===== config.mk =====
export PLATFORM = sky130hd
export DESIGN_NAME = uart_rx_fifo
export DESIGN_NICKNAME = d
export VERILOG_FILES = /design/src/rtl/uart_rx_fifo.sv
export SDC_FILE = /design/constraint.sdc
export NUM_CORES = 1
export LEC_CHECK = 0
export ABC_AREA = 1
export CAP_MARGIN = 20
export CORE_ASPECT_RATIO = 1.5
export CORE_MARGIN = 3
export CORE_UTILIZATION = 30
export DETAILED_ROUTE_END_ITERATION = 7
export PLACE_DENSITY = 0.57
export REMOVE_ABC_BUFFERS = 1
export SKIP_LAST_GASP = 1
export SYNTH_ARGS = -nofsm -noshare
export SYNTH_HDL_FRONTEND = slang
export SYNTH_SLANG_ARGS = --single-unit

===== constraint.sdc =====
create_clock -name clk_i -period 4.1 [get_ports clk_i]
set_input_delay 0.41 -clock clk_i [delete_from_list [all_inputs] [get_ports clk_i]]
set_output_delay 0.41 -clock clk_i [all_outputs]
set_load 0.1 [all_outputs]

===== src/rtl/uart_rx_fifo.sv =====
// uart_rx_fifo: UART receiver (8N1, or 8E1 when UART_RX_PARITY_EN is defined), LSB first,
// mid-bit sampling from a baud counter, feeding a small FIFO drained by a valid/ready stream.
//
// Optional feature macro: UART_RX_PARITY_EN (adds even-parity bit, PARITY state, live parity_err_o)
//
// Ports:
//   clk_i          system clock
//   rst_ni         asynchronous active-low reset
//   rx_i           asynchronous serial input, idle high
//   rx_data_o      FIFO head byte
//   rx_valid_o     FIFO non-empty
//   rx_ready_i     consumer accepts head byte when rx_valid_o && rx_ready_i
//   frame_err_o    1-cycle pulse: stop bit sampled 0
//   overrun_err_o  1-cycle pulse: completed byte dropped because the FIFO was full
//   parity_err_o   1-cycle pulse: parity mismatch (tied 0 without UART_RX_PARITY_EN)
//   busy_o         receiver FSM not idle
module uart_rx_fifo #(
  parameter int unsigned CLKS_PER_BIT = 868,
  parameter int unsigned FIFO_DEPTH   = 4
) (
  input  logic       clk_i,
  input  logic       rst_ni,
  input  logic       rx_i,
  output logic [7:0] rx_data_o,
  output logic       rx_valid_o,
  input  logic       rx_ready_i,
  output logic       frame_err_o,
  output logic       overrun_err_o,
  output logic       parity_err_o,
  output logic       busy_o
);

  localparam int unsigned CW = $clog2(CLKS_PER_BIT);
  localparam int unsigned AW = $clog2(FIFO_DEPTH);
  localparam logic [CW-1:0] HalfLast = CW'(CLKS_PER_BIT / 2 - 1);
  localparam logic [CW-1:0] BitLast  = CW'(CLKS_PER_BIT - 1);
  localparam logic [AW:0]   FullCnt  = (AW + 1)'(FIFO_DEPTH);

  typedef enum logic [2:0] {
    StIdle  = 3'd0,
    StStart = 3'd1,
    StData  = 3'd2,
    StStop  = 3'd3,
    StBreak = 3'd4
`ifdef UART_RX_PARITY_EN
    , StParity = 3'd5
`endif
  } state_e;

  // Two-flop synchronizer; resets to the idle (high) line level.
  logic [1:0] sync_q;
  logic       rx_s;

  always_ff @(posedge clk_i or negedge rst_ni) begin
    if (!rst_ni) sync_q <= 2'b11;
    else         sync_q <= {sync_q[0], rx_i};
  end

  assign rx_s = sync_q[1];

  state_e        state_q;
  logic [CW-1:0] cnt_q;
  logic [2:0]    bit_idx_q;
  logic [7:0]    shift_q;
  logic          frame_err_q;
  logic          par_flag_q;
  logic          par_err_q;
  logic          stop_sample;
  logic          push;

  assign stop_sample = (state_q == StStop) && (cnt_q == BitLast);
  assign push        = stop_sample && rx_s && !par_flag_q;

  always_ff @(posedge clk_i or negedge rst_ni) begin
    if (!rst_ni) begin
      state_q     <= StIdle;
      cnt_q       <= '0;
      bit_idx_q   <= '0;
      shift_q     <= '0;
      frame_err_q <= 1'b0;
      par_flag_q  <= 1'b0;
      par_err_q   <= 1'b0;
    end else begin
      frame_err_q <= 1'b0;
      par_err_q   <= 1'b0;
      case (state_q)
        StIdle: begin
          if (!rx_s) begin
            state_q <= StStart;
            cnt_q   <= '0;
          end
        end
        StStart: begin
          if (cnt_q == HalfLast) begin
            cnt_q <= '0;
            if (!rx_s) begin
              state_q    <= StData;
              bit_idx_q  <= '0;
              par_flag_q <= 1'b0;
            end else begin
              state_q <= StIdle;  // glitch, silently ignored
            end
          end else begin
            cnt_q <= cnt_q + 1'b1;
          end
        end
        StData: begin
          if (cnt_q == BitLast) begin
            cnt_q             <= '0;
            shift_q[bit_idx_q] <= rx_s;
            if (bit_idx_q == 3'd7) begin
`ifdef UART_RX_PARITY_EN
              state_q <= StParity;
`else
              state_q <= StStop;
`endif
            end else begin
              bit_idx_q <= bit_idx_q + 3'd1;
            end
          end else begin
            cnt_q <= cnt_q + 1'b1;
          end
        end
`ifdef UART_RX_PARITY_EN
        StParity: begin
          if (cnt_q == BitLast) begin
            cnt_q      <= '0;
            par_flag_q <= rx_s ^ (^shift_q);  // even parity: data xor parity bit must be 0
            state_q    <= StStop;
          end else begin
            cnt_q <= cnt_q + 1'b1;
          end
        end
`endif
        StStop: begin
          if (cnt_q == BitLast) begin
            cnt_q <= '0;
            if (rx_s) begin
              par_err_q <= par_flag_q;
              state_q   <= StIdle;
            end else begin
              // Framing error wins over a parity error in the same frame.
              frame_err_q <= 1'b1;
              state_q     <= StBreak;
            end
          end else begin
            cnt_q <= cnt_q + 1'b1;
          end
        end
        StBreak: begin
          if (rx_s) state_q <= StIdle;
        end
        default: state_q <= StIdle;
      endcase
    end
  end

  // Receive FIFO
  logic [7:0]    mem_q [FIFO_DEPTH];
  logic [AW-1:0] wptr_q, rptr_q;
  logic [AW:0]   count_q;
  logic          overrun_q;
  logic          full, pop, push_ok;

  assign full    = (count_q == FullCnt);
  assign pop     = rx_valid_o && rx_ready_i;
  assign push_ok = push && (!full || pop);

  always_ff @(posedge clk_i or negedge rst_ni) begin
    if (!rst_ni) begin
      for (int i = 0; i < int'(FIFO_DEPTH); i++) mem_q[i] <= '0;
      wptr_q    <= '0;
      rptr_q    <= '0;
      count_q   <= '0;
      overrun_q <= 1'b0;
    end else begin
      overrun_q <= push && full && !pop;
      if (push_ok) begin
        mem_q[wptr_q] <= shift_q;
        wptr_q        <= wptr_q + 1'b1;
      end
      if (pop) rptr_q <= rptr_q + 1'b1;
      case ({push_ok, pop})
        2'b10:   count_q <= count_q + 1'b1;
        2'b01:   count_q <= count_q - 1'b1;
        default: count_q <= count_q;
      endcase
    end
  end

  assign rx_data_o     = mem_q[rptr_q];
  assign rx_valid_o    = (count_q != '0);
  assign frame_err_o   = frame_err_q;
  assign overrun_err_o = overrun_q;
  assign busy_o        = (state_q != StIdle);
`ifdef UART_RX_PARITY_EN
  assign parity_err_o  = par_err_q;
`else
  assign parity_err_o  = 1'b0;
`endif

endmodule


==> results of run 1 <==
[cells by family after synthesis]
kind of cell	count (synthesis)	synth area share
DFF	67	0.466
xor gates and xnor gates	7	0.0170
adders and majority gates	10	0.0368
AOI/OAI and AO/OA	41	0.0615
other	1	0.00104
and+or+nand+nor	263	0.335
buffers and inverters	57	0.0817
[power breakdown]
group	leakage, nW	switching [mW]	total, mW	internal, mW
registers	0.903	0.0501	0.740	0.690
clock network	0.143	0.271	0.728	0.457
logic	0.981	0.644	0.838	0.194
total	2.03	0.965	2.31	1.34
[worst paths after layout]
kind                                     end  slack (ns)
worst min-delay path              shift_q[4]        0.02
max in group asynchronous          mem_q[26]        3.24
worst max-delay path            rx_data_o[2]        0.88
worst min register to register     sync_q[1]        0.35
min in group clk_i                 sync_q[1]        0.35
worst max register to register     mem_q[18]        1.75
[layer usage]
layer  vias to the layer above  GRT usage  share of wire
met3                        20     0.0306          0.028
li1                       1490          -              -
met5                         -          0              0
met2                        53      0.231           0.52
met4                         0     0.0547          0.027
met1                      1418      0.155           0.42
[worst reg2reg max path: stages, from the launching register on]
cell and delay, ns:
dfrtp_1 0.41, ha_1 0.27, nand2_1 0.09, nor2_2 0.15, nand2_4 0.12, nor2_4 0.13
buf_4 0.38, nand3_1 0.45, nand2_1 0.17, nand2_1 0.06
[cell usage in the layout (no fill, tap or decap), types with 9 or more instances in the layout]
| cell type | synthesis | layout |
|---|---|---|
| dfrtp_1 | 65 | 65 |
| clkdlybuf4s50_1 | 0 | 14 |
| nand2_1 | 137 | 137 |
| inv_1 | 36 | 36 |
| ha_1 | 9 | 9 |
| nor2_1 | 45 | 45 |
| nand4_1 | 44 | 44 |
| nand3_1 | 19 | 19 |
| o21ai_0 | 26 | 26 |
| clkbuf_16 | 0 | 9 |
[cell type report]
cell class                      count  area (µm²)
Fill cell                        1201        7480
Sequential cell                    67        1680
Multi-Input combinational cell    322        1630
Clock buffer                       14         274
Timing Repair Buffer               19         188
Tap cell                          150         188
Inverter                           40         150
Clock inverter                      2        10.0
[sequential cells by signal, indices dropped and copies added (netlist names)]
| register | cells |
|---|---|
| mem_q | 32 |
| cnt_q | 10 |
| shift_q | 8 |
| bit_idx_q | 3 |
| count_q | 3 |
| state_q | 3 |
| rptr_q | 2 |
| sync_q | 2 |
| wptr_q | 2 |
| frame_err_o | 1 |
| overrun_err_o | 1 |
[per-stage QoR]
step	cells	util	setup WS, ns
floorplan	429	-	1.30
global placement	597	0.329	1.30
detailed placement	597	0.329	1.24
CTS	613	0.353	0.874
global route	614	0.355	0.636
finish	614	0.355	0.884
==> run summary, run 1 <==
DR vias/cell - 4.86
Top cells by area, synth - dfrtp_1 45%, nand2_1 14%, nand4_1 7.6%
Dpl hpwl - 5.82 mm
Status - complete, no violations
RSZ-0062 raised after global routing - false
Clock-pin slew on the worst setup and hold paths - 0.06 ns
Die H - 140 µm
Post-CTS Hold Buffers - 0
Initial Utilization - 0.311
Rows - 48
Final #Nets - 473
# DRC - 0
Total setup buffers inserted after CTS - 0
Yosys top cell by area - dfrtp_1
Routed len/inst - 13.1 µm
Critical-path cell list - inv_1, o21ai_0, o22ai_1, clkdlybuf4s50_1
Max-cap violations - 0
WP buf/inv - 2
CTS H-tree depth - 3
Worst Path Required - 3.69 ns
Worst reg2reg path depth - 9
Crit start category - register
Mapped Cells - 446
Largest delay share family, worst path - buffers and inverters
Synth Warn # - 0
Post-layout power - 2.31 mW
Final instance area - 4120 µm²
Worst skew pair latency - 0.33 ns
Worst EP arrival - 2.81 ns
Max VDD drop - 0.000298 V
First-pass DRT Iterations - 5
Ant. Diodes - 0
Slew Limit Fails - 0
Period utilisation layout - 0.784
Final hold vios - 0
CTS Sinks - 67
Prevailing post-synth register cell - dfrtp_1
Clock root buffer master - clkbuf_16
Overall Global Routing Usage - 0.133
Fin crit period - 3.22 ns
Critical Path Stages - 4
Top-count cell post-synth - nand2_1
Area share of the largest cell type after synthesis - 0.452
Final setup viols - 0
Syn_area_per_cell - 8.07 µm²
Crit-path max cell delay - 1.16 ns
Worst R2R Start - cnt_q[0]
CTS Buffer Depth - 2
TritonCTS Buffers - 9
Power density over the cells - 560 nW/µm²
Max_slew headroom - 0.349
Die X - 95.4 µm
CTS tree - yes
EDFF count, synth - 0
Unique cell type count in the Yosys netlist - 31
Final ANT Viol Nets - 0
Critical Path Sink Type - output port
Setup crit start - rptr_q[0]
Core Footprint - 11600 µm²
Worst-path maximum fanout - 19
DR iter-0 viols - 120
# port buffers - 15
Register area share after synthesis - 0.466
Largest net degree at the start of global routing - 49
Initial antenna violation count - 0
Syn Std Cell Area - 3600 µm²
DP Area - 3810 µm²
Async S/R FF share, synth - 1.00
Worst min path class - in -> async
Layout Skew - 0.00746 ns
I/O pin count - 17
Die ar. - 13400 µm²
Post-CTS sizing - 0
Via total after detailed routing - 2981
Fmax achieved - 0.311 GHz
Post-Route WL - 8.05 mm
Yosys reg bits - 67
Synth cell count leaders - 137 x nand2_1, 65 x dfrtp_1, 45 x nor2_1
Fraction of layout cells with a size suffix above 1 - 0.0884
Vias in the first global route - 2895
Gr ovfl total - 0
Setup CP Type - reg -> out
Least-Margin Pin Slew - 0.974 ns
Slowest CP cell - clkdlybuf4s50_1
Gpl congestion - 0.840
Setup TNS - 0 ns
Lkg Pwr - 2.03 nW
Synthesis-to-layout area growth - 14.3%
First-pass GRT wire length - 14.1 mm
Hold slack - 0.0237 ns
Note: power is estimated with default switching activity, not from simulation.
==> inputs of run 2 (changes only) <==
==> constraint.sdc (replaced) <==
create_clock -name clk_i -period 3.3 [get_ports clk_i]
set_input_delay 0.33 -clock clk_i [delete_from_list [all_inputs] [get_ports clk_i]]
set_output_delay 0.33 -clock clk_i [all_outputs]
set_load 0.1 [all_outputs]
==> run 2 against run 1 <==
  * Core utilization up 0.76 points
  * Count of clock-buffer cells in the layout shrank 5
  * Clock power up 72%
  * Wire length down 0.55%
  * Critical endpoint is now rx_valid_o
  * Largest cell class unchanged
  * Largest power group is now the clock network
==> run summary, run 2 (synthesis results as in run 1) <==
Post-layout power - 3.20 mW (+39%)
Dpl hpwl - 5.80 mm (-0.37%)
Slew Limit Fails - 0 (unchanged)
Fraction of layout cells with a size suffix above 1 - 0.114 (+0.0254)
Rows - 48 (unchanged)
CTS Buffer Depth - 2 (unchanged)
I/O pin count - 17 (unchanged)
Total setup buffers inserted after CTS - 0 (unchanged)
Worst reg2reg endpoint - count_q[2]
Ant. Diodes - 0 (unchanged)
Vias in the first global route - 2935 (+1.4%)
Final ANT Viol Nets - 0 (unchanged)
Worst EP arrival - 1.99 ns (-0.82 ns)
Slowest CP cell - clkdlybuf4s50_1
Post-layout util - 0.363 (+0.00756)
Critical Path Sink Type - output port
# port buffers - 15 (unchanged)
Critical-path cell list - nor2_1, nand2_1, clkdlybuf4s50_1
Die ar. - 13400 µm² (unchanged)
Die H - 140 µm (unchanged)
Clock-pin slew on the worst setup and hold paths - 0.06 ns (about the same)
Most frequent cells in the layout - 137 x nand2_1, 65 x dfrtp_1, 45 x nor2_1
Final #Nets - 475 (+0.42%)
Max FFs per register - 32 (unchanged)
Worst-path maximum fanout - 3 (-16)
Least-Margin Pin Slew - 0.968 ns (-0.00633 ns)
Final hold vios - 0 (unchanged)
TritonCTS Buffers - 9 (unchanged)
Critical Path Stages - 3 (-1)
Crit-path max cell delay - 1.13 ns (-0.03 ns)
DR iter-0 viols - 107 (-11%)
Post-CTS sizing - 0 (unchanged)
Hold slack - 0.343 ns (+0.320 ns)
Gpl congestion - 0.780 (-7.2%)
Worst min path class - in -> async
Post-Route WL - 8.00 mm (-0.55%)
CTS H-tree depth - 3 (unchanged)
Worst R2R Start - cnt_q[0]
Power density over the cells - 762 nW/µm² (+36%)
Final setup viols - 0 (unchanged)
DR vias/cell - 4.81 (-0.96%)
Lkg Pwr - 2.09 nW (+3.1%)
CTS Sinks - 67 (unchanged)
Clock root buffer master - clkbuf_16
R2R setup slack - 0.99 ns (-0.76 ns)
Worst reg2reg path depth - 12 (+3)
Final WS setup - 0.984 ns (+0.100 ns)
Setup CP Type - reg -> out
DP Area - 3800 µm² (-0.20%)
Routed len/inst - 13.0 µm (-0.87%)
First-pass DRT Iterations - 4 (-1)
Via total after detailed routing - 2962 (-0.64%)
First-pass GRT wire length - 13.8 mm (-2.1%)
Gr ovfl total - 0 (unchanged)
Post-CTS Hold Buffers - 1 (+1)
Placed Instances - 599 (+0.34%)
Status - complete, no violations
RSZ-0062 raised after global routing - false
Setup TNS - 0 ns (unchanged)
Worst Path Required - 2.97 ns (-0.72 ns)
# DRC - 0 (unchanged)
Layout Skew - 0.00601 ns (-0.00145 ns)
Fmax achieved - 0.432 GHz
Core Footprint - 11600 µm² (unchanged)
Biggest regs - mem_q x32, cnt_q x10, shift_q x8
Synthesis-to-layout area growth - 16.8%
DP Worst Slack - 0.964 ns (-0.275 ns)
Period utilisation layout - 0.702
Largest net degree at the start of global routing - 43 (-12%)
Max-cap violations - 0 (unchanged)
Reg with most FFs - mem_q
Setup crit start - count_q[0]
CTS tree - yes
Die X - 95.4 µm (unchanged)
WP buf/inv - 1 (-1)
Commonest non-fill, non-tap cell in the layout - nand2_1
Worst Setup EP - rx_valid_o
Largest delay share family, worst path - buffers and inverters
Crit start category - register
Worst skew pair latency - 0.33 ns (about the same)
Max VDD drop - 0.000276 V (-7.4%)
Fin crit period - 2.32 ns
Overall Global Routing Usage - 0.131 (-0.00181)
Initial antenna violation count - 0 (unchanged)
Initial Utilization - 0.311 (unchanged)
Max_slew headroom - 0.353 (+0.00423)
Final instance area - 4200 µm² (+2.1%)
Final std cells w/o fill - 616 (+0.33%)
-- run 2: cell count changes in the layout (fill, tap and decap cells not counted), moves of 2 or more --
cell,delta
buf_4,+11
clkdlybuf4s50_1,-9
bufinv_16,+5
clkbuf_8,-3
clkbuf_1,-2
-- run 2: power by group --
part / internal, mW / switching (mW)
sequential: 0.858 / 0.0384
combinational: 0.224 / 0.833
clock: 0.890 / 0.357
total: 1.97 / 1.23
-- run 2: worst min path at each step --
stage / start / end / cells past startpoint
CTS: rst_ni / mem_q[14] / 2
detailed placement: rst_ni / mem_q[2] / 1
finish: rst_ni / mem_q[14] / 2
global placement: rst_ni / mem_q[2] / 1
floorplan: rst_ni / bit_idx_q[0] / 0
global route: rst_ni / mem_q[14] / 2
-- run 2: final cells by class --
class	count	area [µm²]
Multi-Input combinational cell	322	1630
Clock buffer	9	225
Fill cell	1186	7390
Tap cell	150	188
Clock inverter	7	164
Timing Repair Buffer	21	170
Inverter	40	150
Sequential cell	67	1680
-- run 2: per-layer routing --
layer | GRT usage | part of all wire
met2 | 0.230 | 0.54
met1 | 0.149 | 0.40
met5 | 0 | 0
met3 | 0.0183 | 0.027
met4 | 0.0750 | 0.026
==> inputs of run 3 (changes only) <==
--- a/config.mk
+++ b/config.mk
@@ -11,7 +11,7 @@
 export CORE_MARGIN = 3
 export CORE_UTILIZATION = 30
 export DETAILED_ROUTE_END_ITERATION = 7
-export PLACE_DENSITY = 0.57
+export PLACE_DENSITY = 0.59
 export REMOVE_ABC_BUFFERS = 1
 export SKIP_LAST_GASP = 1
 export SYNTH_ARGS = -nofsm -noshare
==> constraint.sdc (replaced) <==
create_clock -name clk_i -period 2 [get_ports clk_i]
set_input_delay 0.2 -clock clk_i [delete_from_list [all_inputs] [get_ports clk_i]]
set_output_delay 0.2 -clock clk_i [all_outputs]
set_load 0.1 [all_outputs]
==> run 3 against run 2 <==
  * Largest power group is now combinational logic
  * Non-clock buffer count increased by 17
  * Combinational power increased by 100%
  * Register-to-register slack got worse by 0.97 ns
==> run summary, run 3 (synthesis results as in run 1) <==
Worst EP arrival - 2.19 ns (+0.20 ns)
Hold slack - 0.279 ns (-0.0646 ns)
Die X - 95.4 µm (unchanged)
Crit start category - register
Worst skew pair latency - 0.33 ns (about the same)
Ant. Diodes - 0 (unchanged)
Lkg Pwr - 2.17 nW (+4.0%)
Placed Instances - 616 (+2.8%)
Worst min path class - in -> reg
Rows - 48 (unchanged)
Least-Margin Pin Slew - 0.632 ns (-0.336 ns)
Biggest regs - mem_q x32, cnt_q x10, shift_q x8
CTS Buffer Depth - 2 (unchanged)
Total setup buffers inserted after CTS - 0 (unchanged)
I/O pin count - 17 (unchanged)
Max_slew headroom - 0.579 (+0.226)
Hold path cells - 1
HP Start - rx_i
Post-layout power - 5.27 mW (+65%)
Setup crit start - cnt_q[0]
RSZ-0062 raised after global routing - true
R2R setup slack - 0.02 ns (-0.97 ns)
DR vias/cell - 4.86 (+1.2%)
Hold endpoint - sync_q[0]
First-pass DRT Iterations - 4 (unchanged)
Routed len/inst - 13.2 µm (+1.4%)
Worst Path Required - 2.21 ns (-0.76 ns)
Slew Limit Fails - 0 (unchanged)
CTS H-tree depth - 3 (unchanged)
Via total after detailed routing - 3074 (+3.8%)
Die ar. - 13400 µm² (unchanged)
Final hold vios - 0 (unchanged)
Clock root buffer master - clkbuf_16
Core Footprint - 11600 µm² (unchanged)
Setup CP Type - reg -> reg
Most frequent cells in the layout - 137 x nand2_1, 65 x dfrtp_1, 45 x nor2_1
Overall Global Routing Usage - 0.141 (+0.0103)
Fmax achieved - 0.504 GHz
Post-Route WL - 8.32 mm (+4.0%)
Worst R2R Start - cnt_q[0]
Final std cells w/o fill - 632 (+2.6%)
Commonest non-fill, non-tap cell in the layout - nand2_1
Fillers - 1176 (-0.84%)
Final #Nets - 492 (+3.6%)
Final ANT Viol Nets - 0 (unchanged)
Initial antenna violation count - 0 (unchanged)
Clock-pin slew on the worst setup and hold paths - 0.05 ns (about the same)
Final setup viols - 0 (unchanged)
Largest net degree at the start of global routing - 40 (-7.0%)
Vias in the first global route - 3180 (+8.3%)
Layout Skew - 0.00395 ns (-0.00206 ns)
Gr ovfl total - 0 (unchanged)
Fin crit period - 1.98 ns
Critical Path Sink Type - register
Worst reg2reg endpoint - count_q[2]
Power density over the cells - 1200 nW/µm² (+58%)
Initial Utilization - 0.311 (unchanged)
Worst-path maximum fanout - 2 (-1)
# DRC - 0 (unchanged)
Fraction of layout cells with a size suffix above 1 - 0.156 (+0.0419)
TritonCTS Buffers - 9 (unchanged)
Post-layout util - 0.377 (+0.0147)
Worst reg2reg path depth - 12 (unchanged)
# port buffers - 15 (unchanged)
Die H - 140 µm (unchanged)
CTS tree - yes
Max FFs per register - 32 (unchanged)
CTS Sinks - 67 (unchanged)
DR iter-0 viols - 144 (+35%)
Reg with most FFs - mem_q
Max-cap violations - 0 (unchanged)
Status - complete, no violations
Gpl congestion - 0.848 (+8.7%)
Period utilisation layout - 0.991
First-pass GRT wire length - 14.9 mm (+8.0%)
Dpl hpwl - 6.16 mm (+6.2%)
Synthesis-to-layout area growth - 21.5%
Max VDD drop - 0.000483 V (+75%)
==> run 3: cell count changes in the layout (fill, tap and decap cells not counted), sizes merged <==
cell | previous run | this run
buf | 15 | 35
clkinvlp | 0 | 1
inv | 40 | 39
clkinv | 2 | 0
bufinv | 5 | 1
clkdlybuf4s50 | 5 | 2
clkbuf | 9 | 14
==> run 3: worst max path at each step <==
stage | endpoint | slack, ns | depth (start not counted)
after floorplan | rx_data_o[0] | -0.59 | 3
after global placement | count_q[2] | -0.02 | 9
after detailed placement | count_q[2] | -0.04 | 9
after CTS | count_q[2] | 0.004 | 12
after global routing | count_q[2] | -0.12 | 12
final | count_q[2] | 0.02 | 12
==> run 3: power by group <==
| part | switching [mW] | internal (mW) |
|---|---|---|
| sequential | 0.0421 | 1.42 |
| clock | 0.557 | 1.09 |
| combinational | 1.48 | 0.679 |
| total | 2.08 | 3.19 |
==> run 3: cell type report <==
cell class / instances / area [µm²] / area share
well taps: 150 / 188 / 0.0429
clock buffers: 14 / 284 / 0.0649
inverters: 40 / 154 / 0.0352
repair buffers: 38 / 403 / 0.0921
multi-input cells: 322 / 1640 / 0.374
clock inverters: 1 / 30.0 / 0.00687
flip-flops and latches: 67 / 1680 / 0.384
==> run 3: worst max-delay path, cell delays in order (launching register included) <==
cell and delay, ns:
dfrtp_1 0.38, ha_1 0.22, nand2_1 0.09, nor2_2 0.05
nand2_4 0.06, nor2_4 0.03, nand2_1 0.07, ha_1 0.14
inv_1 0.06, fa_1 0.40, a21oi_2 0.15, o21ai_1 0.08
xor2_1 0.14
==> run 3: what timing repair did <==
action	in CTS	in global routing
pin swaps	0	1
setup endpoints to repair	1	18
endpoints found under the hold margin	22	0
resized for setup	1	5
gates cloned	0	0
hold buffers	1	0
==> run 3: metal layers <==
| metal | track usage | part of all wire |
|---|---|---|
| met5 | 0 | 0 |
| met4 | 0.0765 | 0.027 |
| met3 | 0.0274 | 0.028 |
| met2 | 0.246 | 0.56 |
| met1 | 0.159 | 0.39 |
==> run 3: metrics by stage <==
stage	worst slack [ns]	setup TNS, ns	cell area [µm²]
after CTS	0.00354	0	4360
after floorplan	-0.594	-6.47	3460
after global placement	-0.0186	-0.0186	4040
after detailed placement	-0.0398	-0.0398	4040
final	0.0173	0	4370
after global routing	-0.120	-0.120	4370
